<file path="config.mk">
export PLATFORM = sky130hd
export DESIGN_NAME = uart_tx_frame
export DESIGN_NICKNAME = d
export VERILOG_FILES = /design/src/rtl/uart_tx_frame.sv
export SDC_FILE = /design/constraint.sdc
export NUM_CORES = 1
export LEC_CHECK = 0
export ABC_CLOCK_PERIOD_IN_PS = 2000
export CORE_ASPECT_RATIO = 0.9
export CORE_MARGIN = 8
export CORE_UTILIZATION = 54
export DETAILED_ROUTE_END_ITERATION = 6
export PLACE_DENSITY = 0.78
export REMOVE_ABC_BUFFERS = 1
export SYNTH_ARGS = -nofsm -noshare
export SYNTH_HDL_FRONTEND = slang
export SYNTH_SLANG_ARGS = --single-unit
</file>
<file path="constraint.sdc">
create_clock -name clk -period 2 [get_ports clk]
set_clock_uncertainty 0.05 [all_clocks]
set_input_delay 0.4 -clock clk [delete_from_list [all_inputs] [get_ports clk]]
set_output_delay 0.4 -clock clk [all_outputs]
set_load 0.005 [all_outputs]
</file>
<file path="src/rtl/uart_tx_frame.sv">
// UART transmitter: serialises one DATA_BITS word per start/ready handshake,
// LSB first, with optional parity and one or two stop bits.
module uart_tx_frame #(
  parameter int DATA_BITS    = 8,
  parameter int CLKS_PER_BIT = 16,
  parameter int PARITY_EN    = 0,
  parameter int PARITY_ODD   = 0,
  parameter int STOP_BITS    = 1
) (
  input  logic                 clk,
  input  logic                 rst,
  input  logic                 start,
  input  logic [DATA_BITS-1:0] data,
  output logic                 tx,
  output logic                 ready,
  output logic                 done
);

  localparam int BW = (CLKS_PER_BIT > 1) ? $clog2(CLKS_PER_BIT) : 1;
  localparam int IW = $clog2(DATA_BITS);
  localparam logic [BW-1:0] BAUD_LAST = BW'(CLKS_PER_BIT - 1);
  localparam logic [IW-1:0] DATA_LAST = IW'(DATA_BITS - 1);
  localparam logic [IW-1:0] STOP_LAST = IW'(STOP_BITS - 1);
  localparam logic          PAR_ODD   = (PARITY_ODD != 0);

  typedef enum logic [2:0] {
    IDLE   = 3'd0,
    START  = 3'd1,
    DATA   = 3'd2,
    PARITY = 3'd3,
    STOP   = 3'd4
  } state_t;

  state_t               state_q, state_d;
  logic [BW-1:0]        baud_q, baud_d;
  logic [IW-1:0]        bit_q, bit_d;
  logic [DATA_BITS-1:0] data_q, data_d;
  logic                 tx_q, tx_d;
  logic                 ready_q, ready_d;
  logic                 done_q, done_d;
  logic                 baud_tc;

  assign baud_tc = (baud_q == BAUD_LAST);

  // bit_q is the data bit index in DATA and the stop bit index in STOP.
  always_comb begin
    state_d = state_q;
    baud_d  = baud_q;
    bit_d   = bit_q;
    data_d  = data_q;
    case (state_q)
      IDLE: begin
        baud_d = '0;
        bit_d  = '0;
        if (start && ready_q) begin
          data_d  = data;
          state_d = START;
        end
      end
      START: begin
        if (baud_tc) begin
          baud_d  = '0;
          bit_d   = '0;
          state_d = DATA;
        end else begin
          baud_d = baud_q + 1'b1;
        end
      end
      DATA: begin
        if (baud_tc) begin
          baud_d = '0;
          if (bit_q == DATA_LAST) begin
            bit_d   = '0;
            state_d = (PARITY_EN != 0) ? PARITY : STOP;
          end else begin
            bit_d = bit_q + 1'b1;
          end
        end else begin
          baud_d = baud_q + 1'b1;
        end
      end
      PARITY: begin
        if (baud_tc) begin
          baud_d  = '0;
          bit_d   = '0;
          state_d = STOP;
        end else begin
          baud_d = baud_q + 1'b1;
        end
      end
      STOP: begin
        if (baud_tc) begin
          baud_d = '0;
          if (bit_q == STOP_LAST) begin
            bit_d   = '0;
            state_d = IDLE;
          end else begin
            bit_d = bit_q + 1'b1;
          end
        end else begin
          baud_d = baud_q + 1'b1;
        end
      end
      default: begin
        baud_d  = '0;
        bit_d   = '0;
        state_d = IDLE;
      end
    endcase
  end

  // Outputs are decoded from the next state so the registered pins line up
  // with the state they describe.
  always_comb begin
    tx_d = 1'b1;
    case (state_d)
      IDLE:    tx_d = 1'b1;
      START:   tx_d = 1'b0;
      DATA:    tx_d = data_d[bit_d];
      PARITY:  tx_d = (^data_d) ^ PAR_ODD;
      STOP:    tx_d = 1'b1;
      default: tx_d = 1'b1;
    endcase
    ready_d = (state_d == IDLE);
    done_d  = (state_d == STOP) && (baud_d == BAUD_LAST) && (bit_d == STOP_LAST);
  end

  always_ff @(posedge clk) begin
    if (rst) begin
      state_q <= IDLE;
      baud_q  <= '0;
      bit_q   <= '0;
      data_q  <= '0;
      tx_q    <= 1'b1;
      ready_q <= 1'b0;
      done_q  <= 1'b0;
    end else begin
      state_q <= state_d;
      baud_q  <= baud_d;
      bit_q   <= bit_d;
      data_q  <= data_d;
      tx_q    <= tx_d;
      ready_q <= ready_d;
      done_q  <= done_d;
    end
  end

  assign tx    = tx_q;
  assign ready = ready_q;
  assign done  = done_q;

endmodule

</file>
==> key figures, run 1 <==
Synth
  – Yosys warning count: 0
  – Register bit total from synthesis: 21
  – Post-synth EDFFs: 0
  – Synth Instances: 132
  – Largest cells by area after synthesis: dfxtp_1 (36%), xnor2_1 (8.9%), mux2i_1 (7.6%)
  – Biggest area consumer among synthesized cells: dfxtp_1
  – Predominant post-synthesis flop cell: dfxtp_1
  – Yosys cell types: 41
  – Sequential area share after synthesis: 35.6%
  – Top cell type's share of synthesized area: 35.6%
  – Syn Area/Cell: 8.94 µm²
  – Async SR Flop Fraction: 0%
  – Mapped Area: 0.00118 mm²

GRT
  – Antenna violations before repair: 0
  – Overflow after GRT: 0
  – Largest net degree at the start of global routing: 13
  – Number of global-route vias before repair: 1054
  – GRT Util Overall: 15.2%
  – First-pass GRT wire length: 4660 µm

Clock tree
  – Clock buffer count from CTS: 3
  – # H-tree levels: 1
  – Clk Latency, worst-skew pair: 0.30 ns
  – CTS hold repair buffers: 0
  – CTS tree: done
  – Clock-pin slew on the worst setup and hold paths: 0.11 ns
  – Longest Clk Path Bufs: 2
  – Clk sinks: 21
  – Root buf cell: clkbuf_4

Floorplanning
  – Starting Density: 55.6%
  – Die extent in y: 60.3 µm
  – I/O pin count: 14
  – Row count: 16
  – Area of the core: 0.00212 mm²
  – Die Width: 65.3 µm
  – Die area: 0.00394 mm²

Worst setup path
  – Critical path endpoint category: register
  – Max Fanout on Critical Path: 8
  – WS Path Type: reg2reg
  – CP peak stage delay: 0.40 ns
  – Critical Path, Cell by Cell: nor2_4 > and4b_2 > mux2i_2 > mux2i_1 > a311oi_2 > a41oi_1
  – CP max stage cell: dfxtp_2
  – Arr. time, crit path: 2.06 ns
  – CP Data Required Time: 2.14 ns
  – Crit path launch type: register

STA
  – Setup Viol. Count Final: 0
  – Achievable frequency: 520 MHz
  – Worst-Margin Slew: 0.388 ns
  – Final critical-path share of the clock period: 96.2%
  – WHS: 0.457 ns
  – Max-slew violations: 0
  – Slew headroom: 74.1%
  – Min cycle time layout: 1.92 ns
  – Final hold vios: 0

Route
  – 1st-iter DRT viols: 79
  – Drt pass-1 iters: 4
  – Via count: 1065
  – DRT Wirelength: 2830 µm
  – Routed length per instance: 15.2 µm
  – Vias/cell: 5.73
  – ANT nets after route: 0
  – Drc violations: 0

Final layout
  – Register Area: 424 µm²
  – # fillers: 181
  – Layout cells sized above 1: 20.1%
  – Core Util, Final: 71.8%
  – Nets: 175
  – Non-Filler Instances: 186
  – Layout Area Growth over Synthesis: 29.2%
  – Diode count: 0
  – Multi-input gate area: 797 µm²

Power
  – Max IR drop VDD: 0.000406 V
  – Pleak: 0.549 nW
  – PwrDens: 545 mW/mm²

Worst hold path
  – Worst Hold Class: reg2reg

Status
  – Status: finished, final reports clean

Placed design
  – Input/output buffers: 13
  – Placer Congestion: 0.842
  – Placed Cells: 181
  – HPWL Detailed: 2180 µm

Job
  – Max Cap Viol: 0
## state kept, by name, summed over array words and instances (netlist names)
register / flops
data_q: 8
baud_q: 4
bit_q: 3
state_q: 3
done: 1
ready: 1
tx: 1
## area by class of cell
type / instances / area share, %
well taps: 27 / 2.22
repair buffers: 27 / 15.4
flip-flops and latches: 21 / 27.8
inverters: 2 / 0.493
clock buffers: 4 / 1.72
multi-input cells: 105 / 52.3
## path summary, 6_finish.rpt
| kind | start | end | slack, ns | depth (start not counted) |
|---|---|---|---|---|
| worst max-delay path | state_q[0] | tx | 0.08 | 6 |
| worst min-delay path | data_q[3] | data_q[3] | 0.46 | 2 |
| worst max register to register | state_q[0] | tx | 0.08 | 6 |
| worst min register to register | data_q[3] | data_q[3] | 0.46 | 2 |
## cell families after synthesis
group | share of synthesized area [%]
adder cells (fa/ha/maj) | 4.24
buffers and inverters | 2.65
multiplexers | 7.64
XOR/XNOR | 11.9
AO/OA/AOI/OAI | 13.8
AND/OR/NAND/NOR | 24.2
flip-flops | 35.6
## placed cells by master, fill, tap and decap left out, types with 3 or more instances in the layout
master	instances
dfxtp_1	18
nor2_1	14
buf_4	14
clkdlybuf4s50_1	13
xnor2_1	12
nand2_1	10
a21oi_1	9
mux2i_1	8
nand2b_1	3
nand4b_1	3
nand3_1	3
xor2_1	3
ha_1	3
dfxtp_2	3
clkbuf_4	3
## critical path: cells and delay by family (launching register included)
family	cells	cell delay (ns)
and+or+nand+nor	2	0.51
DFF	1	0.40
muxes	2	0.40
AOI/OAI and AO/OA	2	0.44
## metal layers
layer | global-route usage [%] | up-vias | wire length [µm]
met4 | 6.21 | 0 | 48
met1 | 17.7 | 498 | 1270
met5 | 0 | - | 0
li1 | - | 530 | -
met3 | 2.40 | 7 | 116
met2 | 27.2 | 30 | 1390
## synth_stat cells (all sizes together), types with 4 or more instances
cell type,n
nand3,4
mux2i,9
a21oi,9
nor2,15
nand2,10
dfxtp,21
xnor2,12
ha,4
xor2,4
## per-stage QoR
stage	cell area, µm²	setup WS (ns)	setup TNS (ns)	total power (W)
after floorplan	1160	0.138	0	0.000544
after global placement	1420	-0.215	-0.215	0.000621
after detailed placement	1420	-0.228	-0.228	0.000626
after CTS	1460	0.00646	0	0.000822
after global routing	1520	-0.0146	-0.0146	0.000868
final	1520	0.0761	0	0.000830
## what timing repair did
action                     4_1_cts  5_1_grt
cloned                           0        0
setup endpoints to repair        1        2
pin swaps                        0        4
setup buffers                    0        1
gates resized for setup          2       14
## where the power goes
group	total, W	internal, W	switching [W]
logic	0.000176	0.0000983	0.0000772
registers	0.000450	0.000434	0.0000161
clock network	0.000205	0.0000779	0.000127
No activity file was read; power rests on OpenSTA's default activity.
==> run 2: changes to the inputs <==
- CORE_MARGIN: 8 -> 2
- SKIP_LAST_GASP: unset -> 1
==> run 2 against run 1 <==
  * Setup slack improved by 0.018 ns
  * Largest cell class unchanged
  * Total power hardly changed
  * Global-route usage rose by 7.0 points
  * Clock power hardly changed
  * Wire length shrank 6.9%
  * Critical path depth is 2 higher
  * Design area is 1.1% lower
  * Register-to-register slack improved by 0.02 ns
==> key figures, run 2 (same netlist as run 1, synthesis figures left out) <==
Placed design
  – Placer Congestion: 0.871 (+3.4%)
  – DP Worst Slack: -0.228 ns (-0.000204 ns)
  – HPWL Detailed: 1990 µm (-8.9%)
  – DP Area: 0.00142 mm² (unchanged)
  – Input/output buffers: 13 (unchanged)

Power
  – Int Power: 0.000611 W (+0.14%)
  – PwrDens: 550 mW/mm² (+1.0%)
  – Clk network pwr share: 24.9% (+0.2 points)
  – Seq pwr share: 53.7% (-0.5 points)
  – Logic pwr share: 21.4% (+0.3 points)
  – Pleak: 0.550 nW (+0.17%)
  – P_sw: 0.000219 W (-0.60%)
  – Max IR drop VDD: 0.000491 V (+21%)
  – Design Power: 0.000830 W (about the same)
  – Switching share of power: 26.4% (-0.14 points)

STA
  – Slew headroom: 60.5% (-14 points)
  – Worst-Margin Slew: 0.590 ns (+0.202 ns)
  – Setup Viol. Count Final: 0 (unchanged)
  – RSZ-0062 raised after global routing: false
  – Final critical-path share of the clock period: 95.3% (-0.92 points)
  – Setup ws final: 0.0946 ns (+0.0185 ns)
  – Final hold vios: 0 (unchanged)
  – Achievable frequency: 525 MHz (+0.97%)
  – Max-slew violations: 0 (unchanged)
  – Min cycle time layout: 1.91 ns (-0.0185 ns)

Clock tree
  – Root buf cell: clkbuf_4
  – # H-tree levels: 1 (unchanged)
  – Clock-pin slew on the worst setup and hold paths: 0.11 ns (about the same)
  – CTS hold repair buffers: 0 (unchanged)
  – Longest Clk Path Bufs: 2 (unchanged)
  – Clk sinks: 21 (unchanged)
  – Clock buffer count from CTS: 3 (unchanged)
  – Clk Latency, worst-skew pair: 0.31 ns (about the same)
  – CTS tree: done

Worst setup path
  – Max Fanout on Critical Path: 5 (-3)
  – Cell family with most CP delay: compound AO/OA/AOI/OAI gates
  – CP peak stage delay: 0.36 ns (-0.04 ns)
  – Critical Path, Cell by Cell: inv_1 > ha_1 > nor2b_1 > o22ai_2 > a22o_4 > mux2i_1 > a311oi_1 > a41oi_1
  – CP Data Required Time: 2.14 ns (about the same)
  – Worst path bufs/invs: 1 (+1)
  – CP max stage cell: dfxtp_2
  – Crit path launch type: register
  – Critical path endpoint category: register
  – Arr. time, crit path: 2.05 ns (about the same)
  – WS Path Type: reg2reg

Floorplanning
  – Die Width: 53.3 µm (-18%)
  – Row count: 16 (unchanged)
  – Die area: 0.00258 mm² (-35%)
  – Starting Density: 55.6% (unchanged)
  – Die extent in y: 48.3 µm (-20%)
  – I/O pin count: 14 (unchanged)
  – Area of the core: 0.00212 mm² (unchanged)

GRT
  – First-pass GRT wire length: 4220 µm (-9.6%)
  – GRT Util Overall: 22.2% (+7.0 points)
  – Overflow after GRT: 0 (unchanged)
  – Largest net degree at the start of global routing: 13 (unchanged)
  – Number of global-route vias before repair: 965 (-8.4%)
  – Antenna violations before repair: 0 (unchanged)

Final layout
  – Layout cells sized above 1: 19.4% (-0.75 points)
  – Most frequent cells in the layout: dfxtp_1 (17), buf_4 (15), nor2_1 (14), clkdlybuf4s50_1 (13), xnor2_1 (12)
  – Top Registers: data_q x8, baud_q x4
  – Commonest non-fill, non-tap cell in the layout: dfxtp_1
  – Design Area, Final: 0.00151 mm² (-1.1%)
  – Layout Area Growth over Synthesis: 27.8%
  – Nets: 176 (+0.57%)
  – Max reg flops: 8 (unchanged)
  – Largest register by flop count: data_q
  – Diode count: 0 (unchanged)

Worst hold path
  – Worst Hold Class: reg2reg

Route
  – Via count: 1053 (-1.1%)
  – DRT Wirelength: 2630 µm (-6.9%)
  – ANT nets after route: 0 (unchanged)
  – Routed length per instance: 14.1 µm (-7.4%)
  – Drt pass-1 iters: 4 (unchanged)
  – 1st-iter DRT viols: 16 (-80%)
  – Vias/cell: 5.63 (-1.7%)
  – Drc violations: 0 (unchanged)

Status
  – Status: finished, final reports clean

Job
  – Max Cap Viol: 0 (unchanged)
[run 2: power groups by stage]
stage	registers, W	logic, W	clock network, W
after CTS	0.000445	0.000172	0.000211
after global routing	0.000448	0.000192	0.000230
after global placement	0.000454	0.000167	0
after floorplan	0.000454	0.0000891	0
final	0.000446	0.000177	0.000207
after detailed placement	0.000454	0.000171	0
[run 2: layout make-up]
class	count	area, µm²
flip-flops and latches	21	425
multi-input cells	105	772
fillers	171	614
well taps	27	33.8
inverters	2	7.51
clock buffers	4	26.3
repair buffers	28	243
[run 2: repair_timing]
action | CTS | global route
gates resized for setup | 1 | 12
pin swaps | 0 | 3
setup buffers | 0 | 2
setup endpoints to repair | 1 | 2
[run 2: metal layers]
metal / track usage, % / wire (µm)
met1: 29.1 / 1230
met2: 35.6 / 1230
met3: 2.78 / 96
met4: 10.3 / 69
met5: 0 / 0
[run 2: path summary, 6_finish.rpt]
check,slack (ns),endpoint,depth (start not counted),from
hold / removal,0.46,data_q[7],2,data_q[7]
setup reg to reg,0.09,tx,8,bit_q[0]
setup / recovery,0.09,tx,8,bit_q[0]
hold reg to reg,0.46,data_q[7],2,data_q[7]
[run 2: through the flow]
stage / TNS (ns) / cells / utilization (%) / hold slack [ns]
2_1_floorplan: 0 / 128 / - / 0.402
5_1_grt: 0 / 187 / 71.0 / 0.491
3_5_place_dp: -0.228 / 181 / 66.8 / 0.449
3_3_place_gp: -0.224 / 181 / 66.8 / 0.431
6_report: 0 / 187 / 71.0 / 0.459
4_1_cts: 0 / 185 / 68.3 / 0.463
[run 2: tightest hold or removal path: cells and delay by family (launching register included)]
kind	cells	cell delay, ns
AOI/OAI and AO/OA	1	0.05
and+or+nand+nor	1	0.07
DFF	1	0.36
==> run 3: changes to the inputs <==
- CORE_MARGIN: 2 -> 3
==> run 3 against run 2 <==
  * Die area grew 8.0%
  * Clock power shrank 2%
  * Worst hold slack lost 0.019 ns
  * Final cell count shrank 1.1%
  * Wire length grew 3.8%
  * Total power shrank 0.12%
  * Global-route usage shrank 0.82 points
  * Non-clock buffer count is the same
  * Via count grew 0.85%
  * Clock-buffer cell count is the same
==> key figures, run 3 (same netlist as run 1, synthesis figures left out) <==
Job
  – Max Cap Viol: 0 (unchanged)

Final layout
  – # fillers: 157 (-8.2%)
  – Layout Area Growth over Synthesis: 31.1%
  – Nets: 176 (unchanged)
  – Max reg flops: 8 (unchanged)
  – Most frequent cells in the layout: dfxtp_1 (18), buf_4 (15), nor2_1 (14), clkdlybuf4s50_1 (13), xnor2_1 (12)
  – Layout cells sized above 1: 22.5% (+3.1 points)
  – Largest register by flop count: data_q
  – Commonest non-fill, non-tap cell in the layout: dfxtp_1
  – Top Registers: data_q x8, baud_q x4
  – Diode count: 0 (unchanged)
  – Multi-input gate area: 815 µm² (+5.5%)
  – Non-Filler Instances: 185 (-1.1%)
  – Core Util, Final: 77.7% (+6.7 points)
  – Register Area: 424 µm² (-0.29%)

Power
  – Pleak: 0.559 nW (+1.6%)
  – Seq pwr share: 53.8% (about the same)
  – Clk network pwr share: 24.5% (-0.4 points)
  – P_sw: 0.000216 W (-1.2%)
  – PwrDens: 536 mW/mm² (-2.6%)
  – Int Power: 0.000612 W (+0.27%)
  – Max IR drop VDD: 0.000515 V (+4.9%)
  – Logic pwr share: 21.7% (+0.3 points)
  – Switching share of power: 26.1% (-0.29 points)

Worst setup path
  – CP peak stage delay: 0.36 ns (about the same)
  – Critical path endpoint category: register
  – Cell family with most CP delay: compound AO/OA/AOI/OAI gates
  – Worst r2r src: bit_q[0]
  – WS Path Type: reg2reg
  – Critical Path, Cell by Cell: ha_1 > ha_1 > o21ai_1 > a21oi_1 > or2_1 > a311oi_1 > a41oi_1
  – CP Launch Point: bit_q[0]
  – Worst reg2reg setup slack: 0.03 ns (-0.06 ns)
  – Arr. time, crit path: 2.10 ns (+0.05 ns)
  – RR Endpoint: tx
  – CP Data Required Time: 2.13 ns (about the same)
  – CP most frequent cell: ha_1
  – Max Fanout on Critical Path: 4 (-1)
  – CP max stage cell: dfxtp_2
  – Stages on the worst setup path: 7 (-1)
  – Crit path launch type: register
  – Worst path bufs/invs: 0 (-1)
  – FF-to-FF path depth: 7 (-1)
  – Timing endpoint of the critical path: tx

Clock tree
  – Root buf cell: clkbuf_4
  – Longest Clk Path Bufs: 2 (unchanged)
  – CTS tree: done
  – Clk Latency, worst-skew pair: 0.31 ns (about the same)
  – Clk sinks: 21 (unchanged)
  – Clock buffer count from CTS: 3 (unchanged)
  – Clock-pin slew on the worst setup and hold paths: 0.11 ns (about the same)
  – # H-tree levels: 1 (unchanged)

GRT
  – Overflow after GRT: 0 (unchanged)
  – GRT Util Overall: 21.4% (-0.82 points)
  – Number of global-route vias before repair: 1032 (+6.9%)
  – Largest net degree at the start of global routing: 14 (+1)
  – Antenna violations before repair: 0 (unchanged)
  – First-pass GRT wire length: 4600 µm (+9.0%)

Floorplanning
  – Die extent in y: 50.3 µm (+4.1%)
  – Area of the core: 0.00199 mm² (-6.3%)
  – I/O pin count: 14 (unchanged)
  – Die area: 0.00278 mm² (+8.0%)
  – Row count: 15 (-1)
  – Die Width: 55.3 µm (+3.8%)
  – Starting Density: 59.3% (+3.7 points)

STA
  – Final hold vios: 0 (unchanged)
  – Final critical-path share of the clock period: 98.5% (+3.2 points)
  – Slew headroom: 72.2% (+12 points)
  – Worst-Margin Slew: 0.414 ns (-0.177 ns)
  – RSZ-0062 raised after global routing: false
  – Achievable frequency: 508 MHz (-3.3%)
  – Setup Viol. Count Final: 0 (unchanged)
  – Min cycle time layout: 1.97 ns (+0.0650 ns)
  – Max-slew violations: 0 (unchanged)

Placed design
  – Input/output buffers: 13 (unchanged)
  – HPWL Detailed: 2080 µm (+4.8%)
  – Placed Cells: 179 (-1.1%)
  – Placer Congestion: 0.883 (+1.4%)

Route
  – ANT nets after route: 0 (unchanged)
  – Routed length per instance: 14.8 µm (+5.0%)
  – Drc violations: 0 (unchanged)
  – 1st-iter DRT viols: 54 (+38)
  – DRT Wirelength: 2730 µm (+3.8%)
  – Via count: 1062 (+0.85%)
  – Drt pass-1 iters: 4 (unchanged)
  – Vias/cell: 5.74 (+1.9%)

Worst hold path
  – Worst Hold Class: reg2reg
  – Worst Hold Launch: data_q[7]
  – Hold depth: 2 (unchanged)

Status
  – Status: finished, final reports clean
[run 3: area by class of cell]
class	instances	area share, %
Tap cell	25	2.02
Inverter	2	0.485
Timing Repair Buffer	28	15.7
Multi-Input combinational cell	105	52.7
Sequential cell	21	27.4
Clock buffer	4	1.70
[run 3: worst min-delay path by stage]
stage	endpoint	slack, ns
floorplan	data_q[7]	0.40
global placement	data_q[7]	0.43
detailed placement	data_q[7]	0.43
CTS	baud_q[0]	0.42
global route	baud_q[0]	0.47
finish	data_q[7]	0.44
[run 3: power by group through the flow]
| stage | sequential [W] | clock [W] | combinational (W) |
|---|---|---|---|
| 2_1_floorplan | 0.000454 | 0 | 0.0000891 |
| 3_3_place_gp | 0.000454 | 0 | 0.000169 |
| 3_5_place_dp | 0.000454 | 0 | 0.000172 |
| 4_1_cts | 0.000445 | 0.000212 | 0.000173 |
| 5_1_grt | 0.000448 | 0.000228 | 0.000197 |
| 6_report | 0.000446 | 0.000203 | 0.000180 |
[run 3: per-stage QoR]
stage               setup WS, ns  instance area (µm²)  setup TNS [ns]  hold slack, ns  total power [W]
CTS                      0.00179                 1460               0           0.424         0.000830
finish                    0.0296                 1550               0           0.440         0.000829
global route             0.00777                 1550               0           0.467         0.000873
global placement          -0.136                 1420          -0.136           0.432         0.000623
floorplan                  0.138                 1160               0           0.402         0.000544
detailed placement        -0.189                 1420          -0.189           0.430         0.000626
[run 3: routing by layer]
metal | GRT usage [%] | up-vias | part of all wire, %
met2 | 33.9 | 31 | 48
met5 | 0 | - | 0
met3 | 6.68 | 10 | 4.3
li1 | - | 530 | -
met4 | 12.6 | 0 | 3.0
met1 | 25.4 | 491 | 45
[run 3: worst reg2reg max path: cells and delay by family, from the launching register on]
family	cells	cell delay, ns
adders and majority gates	2	0.43
AOI/OAI and AO/OA	4	0.76
and+or+nand+nor	1	0.24
DFF	1	0.36
[run 3: timing repair]
item                                   4_1_cts  5_1_grt
hold buffers                                 0        0
buffers inserted                             1        1
resized for setup                            3       17
pin swaps                                    1        2
setup endpoints to repair                    1        2
endpoints found under the hold margin        0        0
